[config.mk]
export PLATFORM = sky130hd
export DESIGN_NAME = writeback_arbiter
export DESIGN_NICKNAME = d
export VERILOG_FILES = /design/src/rtl/writeback_arbiter.sv
export SDC_FILE = /design/constraint.sdc
export NUM_CORES = 1
export LEC_CHECK = 0
export CAP_MARGIN = 20
export CORE_MARGIN = 1.5
export CORE_UTILIZATION = 43
export CTS_CLUSTER_DIAMETER = 200
export DETAILED_ROUTE_END_ITERATION = 8
export PLACE_DENSITY = 0.73
export SYNTH_ARGS = -nofsm -noshare
export SYNTH_HDL_FRONTEND = slang
export SYNTH_SLANG_ARGS = --single-unit
[constraint.sdc]
create_clock -name clk -period 4.5 [get_ports clk]
set_input_delay 0.675 -clock clk [delete_from_list [all_inputs] [get_ports clk]]
set_output_delay 0.675 -clock clk [all_outputs]
set_load 0.02 [all_outputs]
[src/rtl/writeback_arbiter.sv]
// Writeback arbiter: per-port completion FIFOs drained round-robin onto a
// single registered common data bus, one broadcast per cycle, no bypass.
module writeback_arbiter #(
  parameter int DATA_WIDTH = 32,
  parameter int PHY_WIDTH  = 6,
  parameter int ROB_WIDTH  = 4,
  parameter int NUM_FU     = 3,
  parameter int BUF_DEPTH  = 2
) (
  input  logic                             clk,
  input  logic                             rst,
  input  logic [NUM_FU-1:0]                fu_valid,
  output logic [NUM_FU-1:0]                fu_ready,
  input  logic [NUM_FU*ROB_WIDTH-1:0]      fu_rob_idx,
  input  logic [NUM_FU*PHY_WIDTH-1:0]      fu_prd,
  input  logic [NUM_FU*DATA_WIDTH-1:0]     fu_data,
  input  logic [NUM_FU-1:0]                fu_exception,
  input  logic                             flush,
  output logic                             cdb_valid,
  output logic [ROB_WIDTH-1:0]             cdb_rob_idx,
  output logic [PHY_WIDTH-1:0]             cdb_prd,
  output logic [DATA_WIDTH-1:0]            cdb_data,
  output logic                             cdb_exception,
  output logic [1:0]                       cdb_fu_id
);

  localparam int PTR_W   = (BUF_DEPTH > 1) ? $clog2(BUF_DEPTH) : 1;
  localparam int CNT_W   = $clog2(BUF_DEPTH + 1);
  localparam int ENTRY_W = ROB_WIDTH + PHY_WIDTH + DATA_WIDTH + 1;
  localparam logic [PTR_W-1:0] PTR_LAST = PTR_W'(BUF_DEPTH - 1);
  localparam logic [CNT_W-1:0] CNT_FULL = CNT_W'(BUF_DEPTH);

  function automatic logic [PTR_W-1:0] ptr_inc(input logic [PTR_W-1:0] ptr);
    return (ptr == PTR_LAST) ? {PTR_W{1'b0}} : ptr + PTR_W'(1);
  endfunction

  function automatic logic [1:0] rr_index(input logic [1:0] base, input int offset);
    return 2'((int'(base) + offset) % NUM_FU);
  endfunction

  logic [ENTRY_W-1:0] mem_r      [NUM_FU][BUF_DEPTH];
  logic [PTR_W-1:0]   rd_ptr_r   [NUM_FU];
  logic [PTR_W-1:0]   wr_ptr_r   [NUM_FU];
  logic [CNT_W-1:0]   count_r    [NUM_FU];
  logic [1:0]         rr_ptr_r;
  logic [NUM_FU-1:0]  nonempty_s;
  logic [NUM_FU-1:0]  push_s;
  logic [NUM_FU-1:0]  pop_s;
  logic               grant_valid_s;
  logic [1:0]         grant_id_s;
  logic [ENTRY_W-1:0] head_s;
  logic [ENTRY_W-1:0] in_entry_s [NUM_FU];

  // Per-port occupancy flags feeding the arbiter
  always_comb begin
    nonempty_s = {NUM_FU{1'b0}};
    for (int i = 0; i < NUM_FU; i++) begin
      nonempty_s[i] = (count_r[i] != {CNT_W{1'b0}});
    end
  end

  // Round-robin search; scanning from the far end lets the nearest hit win
  always_comb begin
    grant_valid_s = 1'b0;
    grant_id_s    = 2'd0;
    for (int k = NUM_FU - 1; k >= 0; k--) begin
      grant_valid_s = grant_valid_s | nonempty_s[rr_index(rr_ptr_r, k)];
      grant_id_s    = nonempty_s[rr_index(rr_ptr_r, k)] ? rr_index(rr_ptr_r, k) : grant_id_s;
    end
    head_s = mem_r[grant_id_s][rd_ptr_r[grant_id_s]];
  end

  // Accept/push/pop per port; ready looks only at state so a full FIFO being drained still accepts
  always_comb begin
    pop_s    = {NUM_FU{1'b0}};
    push_s   = {NUM_FU{1'b0}};
    fu_ready = {NUM_FU{1'b0}};
    for (int i = 0; i < NUM_FU; i++) begin
      pop_s[i]      = grant_valid_s && (grant_id_s == 2'(i));
      fu_ready[i]   = rst || (count_r[i] < CNT_FULL) || pop_s[i];
      push_s[i]     = fu_valid[i] && fu_ready[i] && !flush;
      in_entry_s[i] = {fu_rob_idx[i*ROB_WIDTH +: ROB_WIDTH],
                       fu_prd[i*PHY_WIDTH +: PHY_WIDTH],
                       fu_data[i*DATA_WIDTH +: DATA_WIDTH],
                       fu_exception[i]};
    end
  end

  // Payload storage; stale slots are harmless because pointers/counts gate visibility
  always_ff @(posedge clk) begin
    for (int i = 0; i < NUM_FU; i++) begin
      if (push_s[i]) begin
        mem_r[i][wr_ptr_r[i]] <= in_entry_s[i];
      end
    end
  end

  // FIFO bookkeeping, arbitration pointer and registered broadcast
  always_ff @(posedge clk) begin
    if (rst) begin
      for (int i = 0; i < NUM_FU; i++) begin
        count_r[i]  <= {CNT_W{1'b0}};
        rd_ptr_r[i] <= {PTR_W{1'b0}};
        wr_ptr_r[i] <= {PTR_W{1'b0}};
      end
      rr_ptr_r      <= 2'd0;
      cdb_valid     <= 1'b0;
      cdb_rob_idx   <= {ROB_WIDTH{1'b0}};
      cdb_prd       <= {PHY_WIDTH{1'b0}};
      cdb_data      <= {DATA_WIDTH{1'b0}};
      cdb_exception <= 1'b0;
      cdb_fu_id     <= 2'd0;
    end else if (flush) begin
      // Flush drops everything in flight but keeps fairness state
      for (int i = 0; i < NUM_FU; i++) begin
        count_r[i]  <= {CNT_W{1'b0}};
        rd_ptr_r[i] <= {PTR_W{1'b0}};
        wr_ptr_r[i] <= {PTR_W{1'b0}};
      end
      cdb_valid <= 1'b0;
    end else begin
      for (int i = 0; i < NUM_FU; i++) begin
        if (push_s[i]) begin
          wr_ptr_r[i] <= ptr_inc(wr_ptr_r[i]);
        end
        if (pop_s[i]) begin
          rd_ptr_r[i] <= ptr_inc(rd_ptr_r[i]);
        end
        count_r[i] <= count_r[i] + CNT_W'(push_s[i]) - CNT_W'(pop_s[i]);
      end
      cdb_valid <= grant_valid_s;
      if (grant_valid_s) begin
        rr_ptr_r <= rr_index(grant_id_s, 1);
        {cdb_rob_idx, cdb_prd, cdb_data, cdb_exception} <= head_s;
        cdb_fu_id <= grant_id_s;
      end
    end
  end

endmodule

Word-level counts from Yosys, hierarchy flattened
Memory sizes are Yosys's and may differ from the RTL's. Index checks and enable logic that the tools add are counted.

Bits in registers: 48. Latch bits: 0. Bits in writable memories: 270. Bits in read-only memories: 0. Bits of input ports: 135. Word-level logic and storage cells: 172. Memories: 4.

Add/sub/neg operators: 15. Multiply operators: 0. Div/mod/pow operators: 4. Order comparisons: 13. Equal/unequal tests: 2. Shift-type cells: 0. Mux-type cells: 77. Bitwise logic cells: 25. Reduce and logical (&&, ||, !) cells: 25.

Memory list: mem_r (depth 3, width 86, read ports 1, clocked after Yosys merged registers in 0, wr ports 3, RTL line 41) `logic [ENTRY_W-1:0] mem_r [NUM_FU][BUF_DEPTH];`; count_r (depth 3, width 2, read ports 3, clocked after Yosys merged registers in 0, wr ports 3, RTL line 44) `logic [CNT_W-1:0] count_r [NUM_FU];`; rd_ptr_r (depth 3, width 1, read ports 4, clocked after Yosys merged registers in 0, wr ports 3, RTL line 42) `logic [PTR_W-1:0] rd_ptr_r [NUM_FU];`; wr_ptr_r (depth 3, width 1, read ports 3, clocked after Yosys merged registers in 0, wr ports 3, RTL line 43) `logic [PTR_W-1:0] wr_ptr_r [NUM_FU];`.

Operators with widths (number): 43-bit 2-to-1 mux (6); 86-bit 2-to-1 mux (3); 43-bit demux with 1-bit select (3); 32-bit by 3-bit remainder unit with 32-bit output, second input constant (3); 1-bit 2-to-1 mux (53); 3-bit by 3-bit remainder unit with 32-bit output, second input constant (1); 1-bit OR (20); 2-bit 2-to-1 mux (9); 1-bit logical AND (12); 2-bit by 3-bit < comparator with 1-bit output, second input constant (3); 2-bit >= comparator, second input constant (4); 1-bit NOT with 2-bit output (4); 1-bit adder, second input constant (6); 2-bit by 1-bit adder with 2-bit output (3); 2-bit by 1-bit adder with 3-bit output, second input constant (2); 1-bit binary-select mux with 2-bit select (3); 1-bit logical OR (6); 2-bit by 1-bit < comparator with 1-bit output, second input constant (3); 2-bit < comparator, second input constant (3); 2-bit nonzero test (3); 2-bit by 1-bit subtractor with 2-bit output (3); 2-bit by 2-bit adder with 3-bit output, second input constant (1); 2-bit by 1-bit == test with 1-bit output, second input constant (1); 2-bit == test, second input constant (1); other kinds (5) (5).

Depth between registers and ports, before layout
Gate-level depths: netlist of run 1.

Depth after elaboration: 17. Gate-level depth with buffers: 13. Gate-level depth less buffers: 11.

Worst setup path before layout of run 1
Ideal clock, no wire load.

Path kind: reg2reg. Start: reg rr_ptr_r[0]. End: mem mem_r[2][43] (netlist bit) (enable). Arrival: 4.399 ns. Slack: -0.396 ns. Cell stages (with the launch flop): 9. Path buffers: 1. Clock period less this slack: 4.896 ns. Cell sequence: dfxtp_1 > inv_1 > ha_1 > buf_2 > or3_1 > o2111ai_2 > nand3b_1 > nand2_1 > nor3_1.

RTL lines: start, declared (RTL line 45) `logic [1:0] rr_ptr_r;`; start signal, assigned (RTL line 133) `rr_ptr_r <= rr_index(grant_id_s, 1);`; end, declared (RTL line 41).

Final worst setup path of run 1
Start: reg rr_ptr_r[0]. End: out fu_ready[1].

Word-level cells in the longest chain between the ends: 10. Elaborated cells on any way between the ends: 19.

Ends and longest elaborated chain: 2-bit by 2-bit adder with 3-bit output (RTL line 38) `return 2'((int'(base) + offset) % NUM_FU);`; 32-bit by 3-bit remainder unit with 32-bit output (RTL line 38); 1-bit binary-select mux with 2-bit select (RTL line 67, 68); 1-bit 2-to-1 mux (implied by the code) (RTL line 67, 68); 2-bit 2-to-1 mux (3 in series) (RTL line 68) `grant_id_s = nonempty_s[rr_index(rr_ptr_r, k)] ? rr_index(rr_ptr_r, k) : grant_id_s;`; 2-bit by 1-bit == test with 1-bit output (RTL line 79) `pop_s[i] = grant_valid_s && (grant_id_s == 2'(i));`; 1-bit logical AND * (RTL line 79); 1-bit logical OR * (RTL line 80) `fu_ready[i] = rst || (count_r[i] < CNT_FULL) || pop_s[i];`; end, declared (RTL line 13) `output logic [NUM_FU-1:0] fu_ready,`.

Every way passes the cells marked *; elsewhere a longest branch is shown, timed or not. The select of a mux whose other input is x is not followed.

==> results.json, run 1 <==
{
  "cp_max_fo": 9,
  "slew_headroom": 0.282,
  "whs_path_depth": 1,
  "setup.worst_path.start_class": "flop",
  "outcome": "finished, final reports clean",
  "critical_path_class": "flop to primary output",
  "leakage_uw": 0.00515,
  "placed_area_sq_um": 13900,
  "detail_route.wirelength_um": 29100,
  "grt_pass1_vias": 7482,
  "async_reset_ff_frac": 0,
  "synth.area.top_cells": "edfxtp_1, dfxtp_1, a222oi_1",
  "core_area_sq_um": 26700,
  "overflow": 0,
  "detail_route.wl_per_cell_um": 23.4,
  "drtAntennaViolNets": 0,
  "rsz0062_at_grt": "false",
  "slowest_delay_ns": 0.63,
  "r2r_start": "rr_ptr_r[0]",
  "ir_drop_uv": 292,
  "final_nets": 1021,
  "synthCells": 689,
  "r2r_end": "mem_r[1][65]",
  "boundaryPins": 184,
  "skew_ns": 0.00978,
  "ys_seq_elements": 318,
  "tns_ns": 0,
  "cts_tree": "done",
  "gp_congestion": 0.839,
  "cts-root-buf": "clkbuf_16",
  "crit_chain": "inv_1 -> ha_1 -> nor3b_1 -> o22ai_2 -> o21ai_0 -> or2_1 -> clkdlybuf4s50_1",
  "dp.final_hpwl_um": 17500,
  "cts.sinks": 318,
  "worst-r2r-setup-slack_ns": 1.19,
  "tightest_slew_ns": 1.08,
  "period_share": 0.820,
  "cts-hold-fix-buffers": 0,
  "hp-start": "cdb_data[11]",
  "ff2ff_path_depth": 9,
  "power_uw": 7510,
  "portBuffers": 183,
  "cap_violations": 0,
  "cp.arrival_ns": 3.01,
  "drive_gt1_frac": 0.0987,
  "num_rows": 60,
  "setup_viol": 0,
  "drv_slew": 0,
  "drc": 0,
  "fin_area_sq_um": 14900,
  "num_vias": 7341,
  "path_delay_family": "buffers and inverters",
  "avgSynthCellArea_sq_um": 16.9,
  "grt_usage": 0.204,
  "worst_slack_ns": 0.812,
  "cp-end-kind": "primary output",
  "cts_buffers": 31,
  "yosysTopAreaCell": "edfxtp_1",
  "powerDensity_nw_per_um2": 503,
  "cts_setup_buffers": 0,
  "initial_utilization": 0.435,
  "htreeDepth": 1,
  "fmax_ghz": 0.271,
  "drtIter0Drc": 1065,
  "critPathRequiredTime_ns": 3.83,
  "hold-path-endpoint": "cdb_data[11]",
  "crit_slowest_cell": "clkdlybuf4s50_1",
  "clk_path_buf_depth": 3,
  "pre_cts_ws_ns": 1.21,
  "ys_warn_count": 0,
  "die-area_sq_um": 28000,
  "area_growth_pct": 28.4,
  "finalHoldViolations": 0,
  "path_buf_inv": 2,
  "synth_cell_types": 47,
  "grt_pass1_wl_um": 43700,
  "synth_edf_count": 270,
  "hold_class": "flop to flop",
  "die_h_um": 167,
  "insertion_delay_ns": 0.54,
  "yosysSeqAreaShare": 0.780,
  "fin_crit_ns": 3.69,
  "cts_resized": 0,
  "synth_top_area_frac": 0.697,
  "clk_pin_slew_worst_paths_ns": 0.06,
  "synth-main-ff-cell": "edfxtp_1",
  "viasPerCell": 5.90,
  "syn_area_sq_um": 11600,
  "die_w_um": 167,
  "antenna_found_initial": 4,
  "grt_max_degree": 88,
  "first_pass_iters": 9
}
## registers in the layout, indices dropped and copies added, names as in the netlist
register	cells
count_r	6
cdb_rob_idx	4
cdb_prd	6
cdb_valid	1
rr_ptr_r	2
wr_ptr_r	3
rd_ptr_r	3
cdb_data	32
cdb_exception	1
mem_r	258
cdb_fu_id	2
## layer usage
| metal | up-vias | global-route usage | wire length, um |
|---|---|---|---|
| li1 | 3226 | - | - |
| met1 | 3662 | 0.271 | 11900 |
| met2 | 395 | 0.341 | 14200 |
| met3 | 56 | 0.0383 | 2330 |
| met4 | 2 | 0.0650 | 687 |
| met5 | - | 0 | 13 |
## power breakdown
group / internal, uW / switching, uW / total, uW / leakage, uW
clock: 1500 / 1080 / 2580 / 0.000499
sequential: 3420 / 108 / 3530 / 0.00289
combinational: 578 / 825 / 1400 / 0.00176
## cell usage after synthesis (all sizes together), types with 2 or more instances
master	count
edfxtp	270
a222oi	86
nand2	52
dfxtp	48
a22o	45
a21oi	43
buf	27
clkbuf	24
nor2	17
inv	11
ha	8
and2	6
nor3	4
o21ai	4
or2	4
nor3b	3
or3	3
xnor2	3
xor2	3
and3	2
mux2i	2
nand3	2
nor2b	2
o22ai	2
o31a	2
or4	2
## worst register-to-register path: stages (launching register included)
cell	delay (ns)
dfxtp_1	0.36
inv_1	0.06
ha_1	0.41
nor3b_1	0.34
o22ai_2	0.17
o21ai_0	0.33
or2_1	0.18
and3b_1	0.23
nor2b_4	0.60
buf_12	0.31
## worst max path at each step
stage / from / to / slack, ns / depth (start not counted)
finish: rr_ptr_r[0] / fu_ready[1] / 0.81 / 7
floorplan: rr_ptr_r[0] / mem_r[1][43] / 0.25 / 9
detailed placement: rr_ptr_r[0] / mem_r[1][67] / 1.21 / 9
global route: rr_ptr_r[0] / fu_ready[1] / 0.67 / 7
global placement: rr_ptr_r[0] / mem_r[1][68] / 1.28 / 9
CTS: rr_ptr_r[0] / fu_ready[1] / 0.79 / 7
## cells by family after synthesis
group | Yosys count | synth area share
mux | 2 | 0.00172
simple gates | 102 | 0.0418
flops | 318 | 0.780
other cells | 1 | 0.000323
buf+inv | 62 | 0.0251
compound gates | 189 | 0.137
fa+ha+maj | 9 | 0.00947
xor+xnor | 6 | 0.00452
## layout by cell type, fill, tap and decap left out, drive strengths merged, types with 3 or more instances in the layout
cell type,count
buf,19
or3,3
a21oi,43
nor3b,3
a22o,45
clkinvlp,5
and2,6
nor3,4
inv,11
edfxtp,270
xnor2,3
xor2,3
nor2,17
dfxtp,48
a222oi,86
clkbuf,36
or2,4
bufinv,3
clkdlybuf4s50,183
ha,8
clkinv,13
nand2,52
o21ai,4
conb,6
## per-stage QoR
step	hold slack, ns	utilization	instances
6_report	0.479	0.559	1244
5_1_grt	0.496	0.559	1244
4_1_cts	0.482	0.559	1243
3_3_place_gp	0.461	0.520	1186
2_1_floorplan	0.471	-	694
3_5_place_dp	0.467	0.520	1186
## final cells by class
type | count | area (sq um)
sequential | 318 | 9070
clock inverter | 21 | 196
antenna | 1 | 2.50
inverter | 11 | 41.3
tap | 341 | 427
clock buffer | 36 | 835
timing repair buffer | 202 | 2020
multi-input combinational | 314 | 2340
fill | 2060 | 11800
(Power assumes the default switching activity.)
==> run 2: changes to the inputs <==
PLACE_DENSITY = 0.7   (was 0.73)
clock period = 3.8 ns   (was 4.5 ns; I/O delays follow)
==> results.json, run 2 (same netlist as run 1, synthesis figures left out) <==
{
  "outcome": "complete, but fails checks",
  "violations": "design-rule violations",
  "setup_viol": 0,
  "ir_drop_uv": 397,
  "drtAntennaViolNets": 0,
  "pre_cts_ws_ns": 0.783,
  "gp_congestion": 0.830,
  "cts-root-buf": "clkbuf_16",
  "cp-end-kind": "primary output",
  "drv_slew": 0,
  "detail_route.wirelength_um": 29400,
  "num_vias": 7300,
  "die-area_sq_um": 28000,
  "combPwrFrac": 0.188,
  "path_delay_family": "buffers and inverters",
  "die_h_um": 167,
  "setup.worst_path.start_class": "flop",
  "seq_power_share": 0.459,
  "rsz0062_at_grt": "false",
  "cts-hold-fix-buffers": 0,
  "cts_setup_buffers": 0,
  "die_w_um": 167,
  "skew_ns": 0.0153,
  "cts_tree": "done",
  "hold_class": "flop to flop",
  "leakage_uw": 0.00521,
  "initial_utilization": 0.435,
  "grt_max_degree": 89,
  "cts_resized": 0,
  "cp.arrival_ns": 2.94,
  "portBuffers": 183,
  "top_layer_used": "met5",
  "detail_route.wl_per_cell_um": 23.6,
  "worst_slack_ns": 0.290,
  "first_pass_iters": 9,
  "internal_power_uw": 6700,
  "finalHoldViolations": 0,
  "area_growth_pct": 29.8,
  "clk_path_buf_depth": 3,
  "swShare": 0.263,
  "grt_pass1_vias": 7461,
  "slew_headroom": 0.467,
  "core_area_sq_um": 26700,
  "cts.sinks": 318,
  "path_buf_inv": 2,
  "grt_usage": 0.207,
  "htreeDepth": 2,
  "drc": 11,
  "clk_pin_slew_worst_paths_ns": 0.06,
  "final_common_cell": "edfxtp_1",
  "crit_chain": "inv_1 -> ha_1 -> nor3b_1 -> o22ai_2 -> o21ai_0 -> or2_1 -> clkdlybuf4s50_1",
  "cts_buffers": 34,
  "slowest_delay_ns": 0.62,
  "layout_common_cells": "edfxtp_1, clkdlybuf4s50_1, a222oi_1",
  "cap_violations": 0,
  "met1_length_um": 12300,
  "dp.final_hpwl_um": 16900,
  "boundaryPins": 184,
  "antenna_found_initial": 2,
  "tns_ns": 0,
  "powerDensity_nw_per_um2": 603,
  "grt_pass1_wl_um": 43800,
  "dr_wl_met2_um": 14300,
  "num_rows": 60,
  "tightest_slew_ns": 0.798,
  "insertion_delay_ns": 0.50,
  "overflow": 0,
  "largest_reg_flops": 258,
  "wl_met3_um": 1920,
  "critPathRequiredTime_ns": 3.23,
  "period_share": 0.924,
  "power_switching_uw": 2390,
  "drtIter0Drc": 1024,
  "cp_max_fo": 9,
  "viasPerCell": 5.86,
  "fin_crit_ns": 3.51,
  "crit_slowest_cell": "clkdlybuf4s50_1",
  "critical_path_class": "flop to primary output",
  "final_nets": 1023,
  "fmax_ghz": 0.285,
  "drive_gt1_frac": 0.0951,
  "clock_power_share": 0.353
}
## run 2: per-layer routing
| layer | track usage | vias to the layer above |
|---|---|---|
| met1 | 0.275 | 3630 |
| met5 | 0 | - |
| met3 | 0.0392 | 74 |
| met4 | 0.0740 | 2 |
| met2 | 0.343 | 351 |
| li1 | - | 3243 |
## run 2: worst paths after layout
kind	startpoint	endpoint	slack [ns]	cells past startpoint
setup / recovery	rr_ptr_r[0]	fu_ready[1]	0.29	7
hold / removal	cdb_rob_idx[3]	cdb_rob_idx[3]	0.48	1
setup reg to reg	rr_ptr_r[0]	mem_r[1][63]	0.82	9
hold reg to reg	cdb_rob_idx[3]	cdb_rob_idx[3]	0.48	1
## run 2: per-stage QoR
step | instance area [sq um] | utilization | power (uW) | instances | hold WS [ns]
floorplan | 11700 | - | 5190 | 694 | 0.471
detailed placement | 14000 | 0.524 | 5950 | 1185 | 0.463
global placement | 14000 | 0.524 | 5930 | 1185 | 0.462
finish | 15100 | 0.564 | 9090 | 1246 | 0.476
CTS | 15100 | 0.564 | 9170 | 1245 | 0.482
global route | 15100 | 0.564 | 9430 | 1246 | 0.500
## run 2: cell type report
type	count	area, sq um
fill	2119	11600
antenna	1	2.50
multi-input combinational	314	2340
sequential	318	9070
timing repair buffer	201	2120
inverter	11	41.3
tap	341	427
clock buffer	49	978
clock inverter	11	114
## run 2: worst register-to-register path, delay by kind of cell (launching register included)
kind | cells | cell delay (ns)
and+or+nand+nor | 4 | 1.02
AOI/OAI and AO/OA | 2 | 0.49
adders and majority gates | 1 | 0.42
DFF | 1 | 0.36
buffers and inverters | 2 | 0.36
## run 2: power groups by stage
| stage | Sequential, uW | Clock [uW] | Combinational (uW) |
|---|---|---|---|
| floorplan | 4340 | 0 | 853 |
| global placement | 4240 | 0 | 1690 |
| detailed placement | 4240 | 0 | 1710 |
| CTS | 4170 | 3280 | 1720 |
| global route | 4190 | 3410 | 1830 |
| finish | 4170 | 3210 | 1710 |
